$ cat src/rtl/flush_pkg.sv
// rtl/flush_pkg.sv - shared cause and FSM state encodings for flush_ctrl_multi
package flush_pkg;

    typedef enum logic [1:0] {
        CAUSE_NONE = 2'd0,
        CAUSE_EXC  = 2'd1,
        CAUSE_INT  = 2'd2,
        CAUSE_MPR  = 2'd3
    } cause_e;

    typedef enum logic {
        ST_IDLE  = 1'b0,
        ST_DRAIN = 1'b1
    } state_e;

    // Exception outranks interrupt, which outranks a mispredict.
    function automatic cause_e pick_cause(input logic exc, input logic intr);
        cause_e c;
        if (exc) begin
            c = CAUSE_EXC;
        end else if (intr) begin
            c = CAUSE_INT;
        end else begin
            c = CAUSE_MPR;
        end
        return c;
    endfunction

endpackage

$ cat src/rtl/fetch_outstanding_cnt.sv
// rtl/fetch_outstanding_cnt.sv - up/down count of in-flight I-fetch requests, floor-saturating at 0
module fetch_outstanding_cnt
    import flush_pkg::*;
#(
    parameter int MAX_OUTSTANDING = 4,
    parameter int CNT_W           = $clog2(MAX_OUTSTANDING + 1)
) (
    input  logic             clk,
    input  logic             resetn,
    input  logic             inc,
    input  logic             dec,
    output logic [CNT_W-1:0] count,
    output logic [CNT_W-1:0] n_count,
    output logic             ready
);

    logic [CNT_W-1:0] cnt_q;
    logic [CNT_W-1:0] cnt_d;

    always_comb begin
        cnt_d = cnt_q;
        if (inc && !dec) begin
            cnt_d = cnt_q + CNT_W'(1);
        end else if (!inc && dec && (cnt_q != '0)) begin
            cnt_d = cnt_q - CNT_W'(1);
        end
    end

    always_ff @(posedge clk or negedge resetn) begin
        if (!resetn) begin
            cnt_q <= '0;
        end else begin
            cnt_q <= cnt_d;
        end
    end

    assign count   = cnt_q;
    assign n_count = cnt_d;
    assign ready   = (cnt_q < CNT_W'(MAX_OUTSTANDING));

endmodule

$ cat src/rtl/flush_ctrl_multi.sv
// rtl/flush_ctrl_multi.sv - per-stage flush vector and wrong-path fetch response drain; FLUSH_STATS_EN adds cause counters
module flush_ctrl_multi
    import flush_pkg::*;
#(
    parameter int NUM_STAGES      = 3,
    parameter int MAX_OUTSTANDING = 4
) (
    input  logic                  clk,
    input  logic                  resetn,
    input  logic                  exception,
    input  logic                  interrupt,
    input  logic                  predict_error,
    input  logic [NUM_STAGES-1:0] stage_delay_slot,
    input  logic [NUM_STAGES-1:0] stage_valid,
    input  logic                  inst_req_fire,
    input  logic                  inst_resp_valid,
    output logic [NUM_STAGES-1:0] stage_flush,
    output logic                  resp_discard,
    output logic                  inst_req_ready,
    output logic                  drain_busy,
`ifdef FLUSH_STATS_EN
    output logic [31:0]           flush_stat_exc,
    output logic [31:0]           flush_stat_int,
    output logic [31:0]           flush_stat_mpr,
`endif
    output logic [1:0]            flush_cause
);

    localparam int CNT_W = $clog2(MAX_OUTSTANDING + 1);

    logic             ev;
    logic             hard;
    logic [CNT_W-1:0] outstanding;
    logic [CNT_W-1:0] n_out;

    state_e           state_q, state_d;
    logic [CNT_W-1:0] discard_q, discard_d;
    cause_e           cause_q, cause_d;

    assign ev   = exception | interrupt | predict_error;
    assign hard = exception | interrupt;

    fetch_outstanding_cnt #(
        .MAX_OUTSTANDING (MAX_OUTSTANDING),
        .CNT_W           (CNT_W)
    ) u_out_cnt (
        .clk     (clk),
        .resetn  (resetn),
        .inc     (inst_req_fire),
        .dec     (inst_resp_valid),
        .count   (outstanding),
        .n_count (n_out),
        .ready   (inst_req_ready)
    );

    // IF is flushed unconditionally; later stages only when IF holds a valid instruction.
    always_comb begin
        stage_flush = '0;
        for (int i = 0; i < NUM_STAGES; i++) begin
            stage_flush[i] = hard | (predict_error & ~stage_delay_slot[i]);
            if (i != 0) begin
                stage_flush[i] = stage_flush[i] & stage_valid[0];
            end
        end
    end

    // A response in the flush cycle is already killed by stage_flush[0], so it never counts as a discard.
    always_comb begin
        state_d      = state_q;
        discard_d    = discard_q;
        cause_d      = cause_q;
        resp_discard = 1'b0;
        if (ev) begin
            cause_d   = pick_cause(exception, interrupt);
            discard_d = n_out;
            state_d   = (n_out != '0) ? ST_DRAIN : ST_IDLE;
        end else if ((state_q == ST_DRAIN) && inst_resp_valid) begin
            resp_discard = 1'b1;
            if (discard_q <= CNT_W'(1)) begin
                discard_d = '0;
                state_d   = ST_IDLE;
            end else begin
                discard_d = discard_q - CNT_W'(1);
            end
        end
    end

    always_ff @(posedge clk or negedge resetn) begin
        if (!resetn) begin
            state_q   <= ST_IDLE;
            discard_q <= '0;
            cause_q   <= CAUSE_NONE;
        end else begin
            state_q   <= state_d;
            discard_q <= discard_d;
            cause_q   <= cause_d;
        end
    end

    assign drain_busy  = (state_q == ST_DRAIN);
    assign flush_cause = cause_q;

`ifdef FLUSH_STATS_EN
    logic [31:0] exc_cnt_q, exc_cnt_d;
    logic [31:0] int_cnt_q, int_cnt_d;
    logic [31:0] mpr_cnt_q, mpr_cnt_d;

    always_comb begin
        exc_cnt_d = exc_cnt_q;
        int_cnt_d = int_cnt_q;
        mpr_cnt_d = mpr_cnt_q;
        if (ev) begin
            case (cause_d)
                CAUSE_EXC: exc_cnt_d = exc_cnt_q + 32'd1;
                CAUSE_INT: int_cnt_d = int_cnt_q + 32'd1;
                CAUSE_MPR: mpr_cnt_d = mpr_cnt_q + 32'd1;
                default:   ;
            endcase
        end
    end

    always_ff @(posedge clk or negedge resetn) begin
        if (!resetn) begin
            exc_cnt_q <= '0;
            int_cnt_q <= '0;
            mpr_cnt_q <= '0;
        end else begin
            exc_cnt_q <= exc_cnt_d;
            int_cnt_q <= int_cnt_d;
            mpr_cnt_q <= mpr_cnt_d;
        end
    end

    assign flush_stat_exc = exc_cnt_q;
    assign flush_stat_int = int_cnt_q;
    assign flush_stat_mpr = mpr_cnt_q;
`endif

endmodule

$ cat config.mk
export PLATFORM = sky130hd
export DESIGN_NAME = flush_ctrl_multi
export DESIGN_NICKNAME = d
export VERILOG_FILES = /design/src/rtl/flush_pkg.sv /design/src/rtl/fetch_outstanding_cnt.sv /design/src/rtl/flush_ctrl_multi.sv
export SDC_FILE = /design/constraint.sdc
export NUM_CORES = 1
export LEC_CHECK = 0
export CORE_UTILIZATION = 46
export DETAILED_ROUTE_END_ITERATION = 10
export MAX_ROUTING_LAYER = met4
export PLACE_DENSITY = 0.83
export REMOVE_ABC_BUFFERS = 1
export SYNTH_ARGS = -nofsm -noshare
export SYNTH_HDL_FRONTEND = slang
export SYNTH_SLANG_ARGS = --single-unit
$ cat constraint.sdc
create_clock -name clk -period 2.9 [get_ports clk]
set_input_delay 0.58 -clock clk [delete_from_list [all_inputs] [get_ports clk]]
set_output_delay 0.58 -clock clk [all_outputs]
set_load 0.005 [all_outputs]
-- Yosys cells after proc, flatten, opt, wreduce, memory -nomap -nowiden
Index checks and enable logic that the tools add are counted.
Widths: inputs -> output; s select.
- bits in registers: 9
- input port bits: 13
- output and inout bits: 8
- word-level logic and storage cells: 46
- add/sub/neg operators: 3
- $lt $le $gt $ge: 2
- muxes and demuxes: 13
- bitwise logic cells: 13
- reductions and logical operators: 11
- operators by type and width (kind ; number):
    $mux 3 ; 5
    $mux 1 ; 7
    $reduce_bool 3->1 ; 2
    $sub 3x1->3 const B ; 2
    $and 1x1->1 ; 5
    $or 1x1->1 ; 5
    $logic_and 1x1->1 ; 4
    $reduce_bool 2->1 ; 2
    $add 3x1->3 const B ; 1
    $le 3x1->1 const B ; 1
    $lt 3x3->1 const B ; 1
    $not 1->1 ; 3
    $logic_not 1->1 ; 2
    $mux 2 ; 1
    $reduce_and 2->1 ; 1

-- Longest topological paths before layout
- word-level depth: 8
- depth in mapped cells: 6
- mapped depth without buffers: 6

-- Modules after synthesis
Synthesis repeated with hierarchy kept, for this count alone.
- cell total of the unflattened synthesis: 69
- area, all modules: 614.3 um^2
- modules (own cells, without submodules) (module ; times used ; cells each ; area an instance (um^2) ; seq. area each (um^2)):
    flush_ctrl_multi ; 1 ; 44 ; 379.1 ; 150.1
    fetch_outstanding_cnt ; 1 ; 25 ; 235.2 ; 75.1

-- Worst setup path before layout
OpenSTA, ideal clock, no wires.
- kind: input port to output port
- from: in interrupt
- to: out resp_discard
- arrival time: 1106 ps
- data required time: 2320 ps
- setup slack: 1214 ps
- stages: 3
- buffers on the path: 0
- cells stage by stage: nor2_1 > nand2_1 > nor2_1
- word-level cells in the longest chain between the ends: 3
- RTL lines (element ; RTL line ; RTL):
    from (decl) ; flush_ctrl_multi.sv:11 ; input logic interrupt,
    $or 1x1->1 (2 in series) ; flush_ctrl_multi.sv:40 ; assign ev = exception | interrupt | predict_error;
    $mux 1 ; flush_ctrl_multi.sv:73 ; if (ev) begin
    to (decl) ; flush_ctrl_multi.sv:18 ; output logic resp_discard,
No other way between the ends.

-- Final worst setup path
Same ends and word-level chain as after synthesis.

==> results_dict.tcl <==
set metrics [dict create \
    grt_pass1_wl_mm 1.97 \
    drtAntennaViolNets 0 \
    r2r-start "u_out_cnt.count[0]$_DFF_PN0_" \
    grt_pass1_vias 517 \
    synth_top_area_share_pct 37.0 \
    gr-total-overflow 0 \
    worstMarginPinSlew_ns 0.398 \
    grt_max_degree 11 \
    p_sw_mw 0.234 \
    worstSetupEndpointType "output port" \
    ys_types 24 \
    fmax_ghz 0.379 \
    worstSetupStartpoint "interrupt" \
    portBuffers 18 \
    clk_latency_ns 0.25 \
    grt_util_all_layers_pct 20.3 \
    report.final.slew_viol_count 0 \
    synth_edf_count 0 \
    viasPerCell 5.35 \
    nFillCells 106 \
    post-synth-top-area-cell "dfrtp_1" \
    cts-hold-fix-buffers 0 \
    ys.flop_type "dfrtp_1" \
    placementRows 12 \
    cts.clk_slew.worst_paths_ns 0.06 \
    async_flop_share_pct 100 \
    comb_power_share_pct 48.9 \
    route.detailed.drc 0 \
    n_antenna_cell 0 \
    design_area_sq_um 843 \
    fin_crit_sh_pct 90.9 \
    dr.pass1.iters 4 \
    setup_viol 0 \
    ys_seq_area_share_pct 37.0 \
    cts_sinks 9 \
    core_area_sq_um 1170 \
    p_int_mw 0.381 \
    htree_levels 1 \
    yosysWarnings 0 \
    via_count 567 \
    cts_resized 0 \
    post_layout_nonfiller_instances 106 \
    critical_path.startpoint_type "input port" \
    clkPwrFrac_pct 14.9 \
    drtIter0Drc 16 \
    cap_violations 0 \
    rr_worst_depth 6 \
    worst-endpoint-arrival_ns 2.06 \
    detail_route.wl_per_cell_um 11.1 \
    post_dp_cell_area_sq_um 817 \
    dp_cells 102 \
    cts_max_path_buffers 2 \
    cts_tree "done" \
    drive_above_1_share_pct 7.61 \
    dp_hpwl_um 952 \
    vdd_drop_max_mv 0.470 \
    die-area_sq_um 1470 \
    seq_area_sq_um 225 \
    multi_input_area_sq_um 345 \
    p_leak_nw 0.387 \
    r2r-end "drain_busy$_DFFE_PN0P_" \
    syn_area_sq_um 609 \
    hold_depth 2 \
    chipHeight_um 38.4 \
    gp_routability_congestion 0.880 \
    pin_count 21 \
    synth.avg_cell_area_sq_um 8.83 \
    maxSlewHeadroom_pct 73.4 \
    reg2reg_setup_slack_ns 1.27 \
    hold_viol 0 \
    status "finished clean" \
    cts_root_buffer "clkbuf_4" \
    drt_wl_total_mm 1.18 \
    hold_class "flip-flop to flip-flop" \
    rsz0062_at_grt "false" \
    final_net_count 111 \
    tns_ns 0 \
    power_density_nw_per_um2 729 \
    crit_type "input port to output port" \
    cp_max_fo 5 \
    area_delta_synth_final_pct 38.4 \
    crit_required_ns 2.32 \
    antenna_found_initial 0 \
    die_x_um 38.4 \
    cts_setup_buffers 0 \
    synth_top_cells_by_area "dfrtp_1 (37%), ha_1 (10%), a211oi_1 (7.4%)" \
    syn_inst 69 \
    skew_ns 0.00345 \
    seq_power_share_pct 36.2 \
    crit_path_end "resp_discard" \
    final.min_clock_period_ns 2.64 \
    start_util_pct 52.0 \
    synth-seq-cells 9 \
    cts_buffers 3 \
    swShare_pct 38.0 \
]
sequential cells by signal (all words and copies together), names as in the netlist:
signal and cells:
drain_busy 1, flush_cause 2, discard_q 3, u_out_cnt.count 3
through the flow:
| stage | hold slack [ns] | util, % | total power, mW | worst slack, ns |
|---|---|---|---|---|
| final | 0.504 | 72.0 | 0.615 | 0.264 |
| after global routing | 0.523 | 72.0 | 0.672 | 0.165 |
| after CTS | 0.507 | 72.0 | 0.619 | 0.256 |
| after detailed placement | 0.500 | 69.8 | 0.523 | 0.265 |
| after global placement | 0.494 | 69.8 | 0.512 | 0.262 |
| after floorplan | 0.284 | - | 0.417 | 1.21 |
routing by layer:
| metal | track usage (%) | up-vias | wire length, um |
|---|---|---|---|
| met5 | - | - | 0 |
| met4 | 5.17 | 0 | 0 |
| met3 | 8.72 | 0 | 92 |
| met2 | 33.5 | 18 | 561 |
| met1 | 22.6 | 263 | 526 |
| li1 | - | 286 | - |
placed cells by master (no fill, tap or decap), drive strengths merged:
master,netlist,final
a211oi,6,6
a21o,1,1
a21oi,3,3
a221oi,1,1
a31oi,1,1
and2,2,2
and3,1,1
buf,1,2
clkbuf,0,4
clkdlybuf4s50,0,18
dfrtp,9,9
ha,5,5
inv,9,9
nand2,4,4
nand2b,2,2
nand3,2,2
nand3b,2,2
nand4bb,1,1
nor2,5,5
nor2b,2,2
nor3,3,3
o211a,1,1
o21ai,4,4
o21bai,2,2
or3,1,1
xnor2,1,1
logic make-up after synthesis:
| logic type | Yosys count | synth area share [%] |
|---|---|---|
| AO/OA/AOI/OAI | 19 | 22.0 |
| XOR/XNOR | 1 | 1.44 |
| buffers and inverters | 10 | 6.36 |
| flip-flops | 9 | 37.0 |
| adder cells (fa/ha/maj) | 5 | 10.3 |
| AND/OR/NAND/NOR | 25 | 23.0 |
critical path, cell delays in order:
cell and delay [ns]:
clkdlybuf4s50_1 0.45, nor2_1 0.27, nand2_1 0.13, nor2_1 0.12, clkdlybuf4s50_1 0.51
power groups by stage:
stage	logic [mW]	registers [mW]	clock network, mW
after floorplan	0.201	0.215	0
after global placement	0.289	0.222	0
after detailed placement	0.298	0.225	0
after CTS	0.302	0.222	0.0948
after global routing	0.341	0.229	0.102
final	0.301	0.223	0.0917
worst min-delay path by stage:
stage / startpoint / endpoint / slack, ns
final: flush_cause[1]$_DFFE_PN0P_ / flush_cause[1]$_DFFE_PN0P_ / 0.50
after global routing: flush_cause[1]$_DFFE_PN0P_ / flush_cause[1]$_DFFE_PN0P_ / 0.52
after floorplan: resetn / discard_q[0]$_DFFE_PN0P_ / 0.28
after detailed placement: flush_cause[1]$_DFFE_PN0P_ / flush_cause[1]$_DFFE_PN0P_ / 0.50
after CTS: flush_cause[1]$_DFFE_PN0P_ / flush_cause[1]$_DFFE_PN0P_ / 0.51
after global placement: flush_cause[1]$_DFFE_PN0P_ / flush_cause[1]$_DFFE_PN0P_ / 0.49
synthesized netlist by cell type, drive strengths merged, types with 2 or more instances:
cell type  count
nand2b         2
ha             5
o21bai         2
and2           2
inv            9
nor3           3
nand3b         2
o21ai          4
nor2b          2
nand2          4
dfrtp          9
nand3          2
a21oi          3
a211oi         6
nor2           5
layout make-up:
class | count | area share (%)
clock buffers | 4 | 3.12
inverters | 9 | 4.01
multi-input cells | 50 | 40.9
flip-flops and latches | 9 | 26.7
well taps | 14 | 2.08
repair buffers | 20 | 23.1
Power figures use the tool's default switching activity.
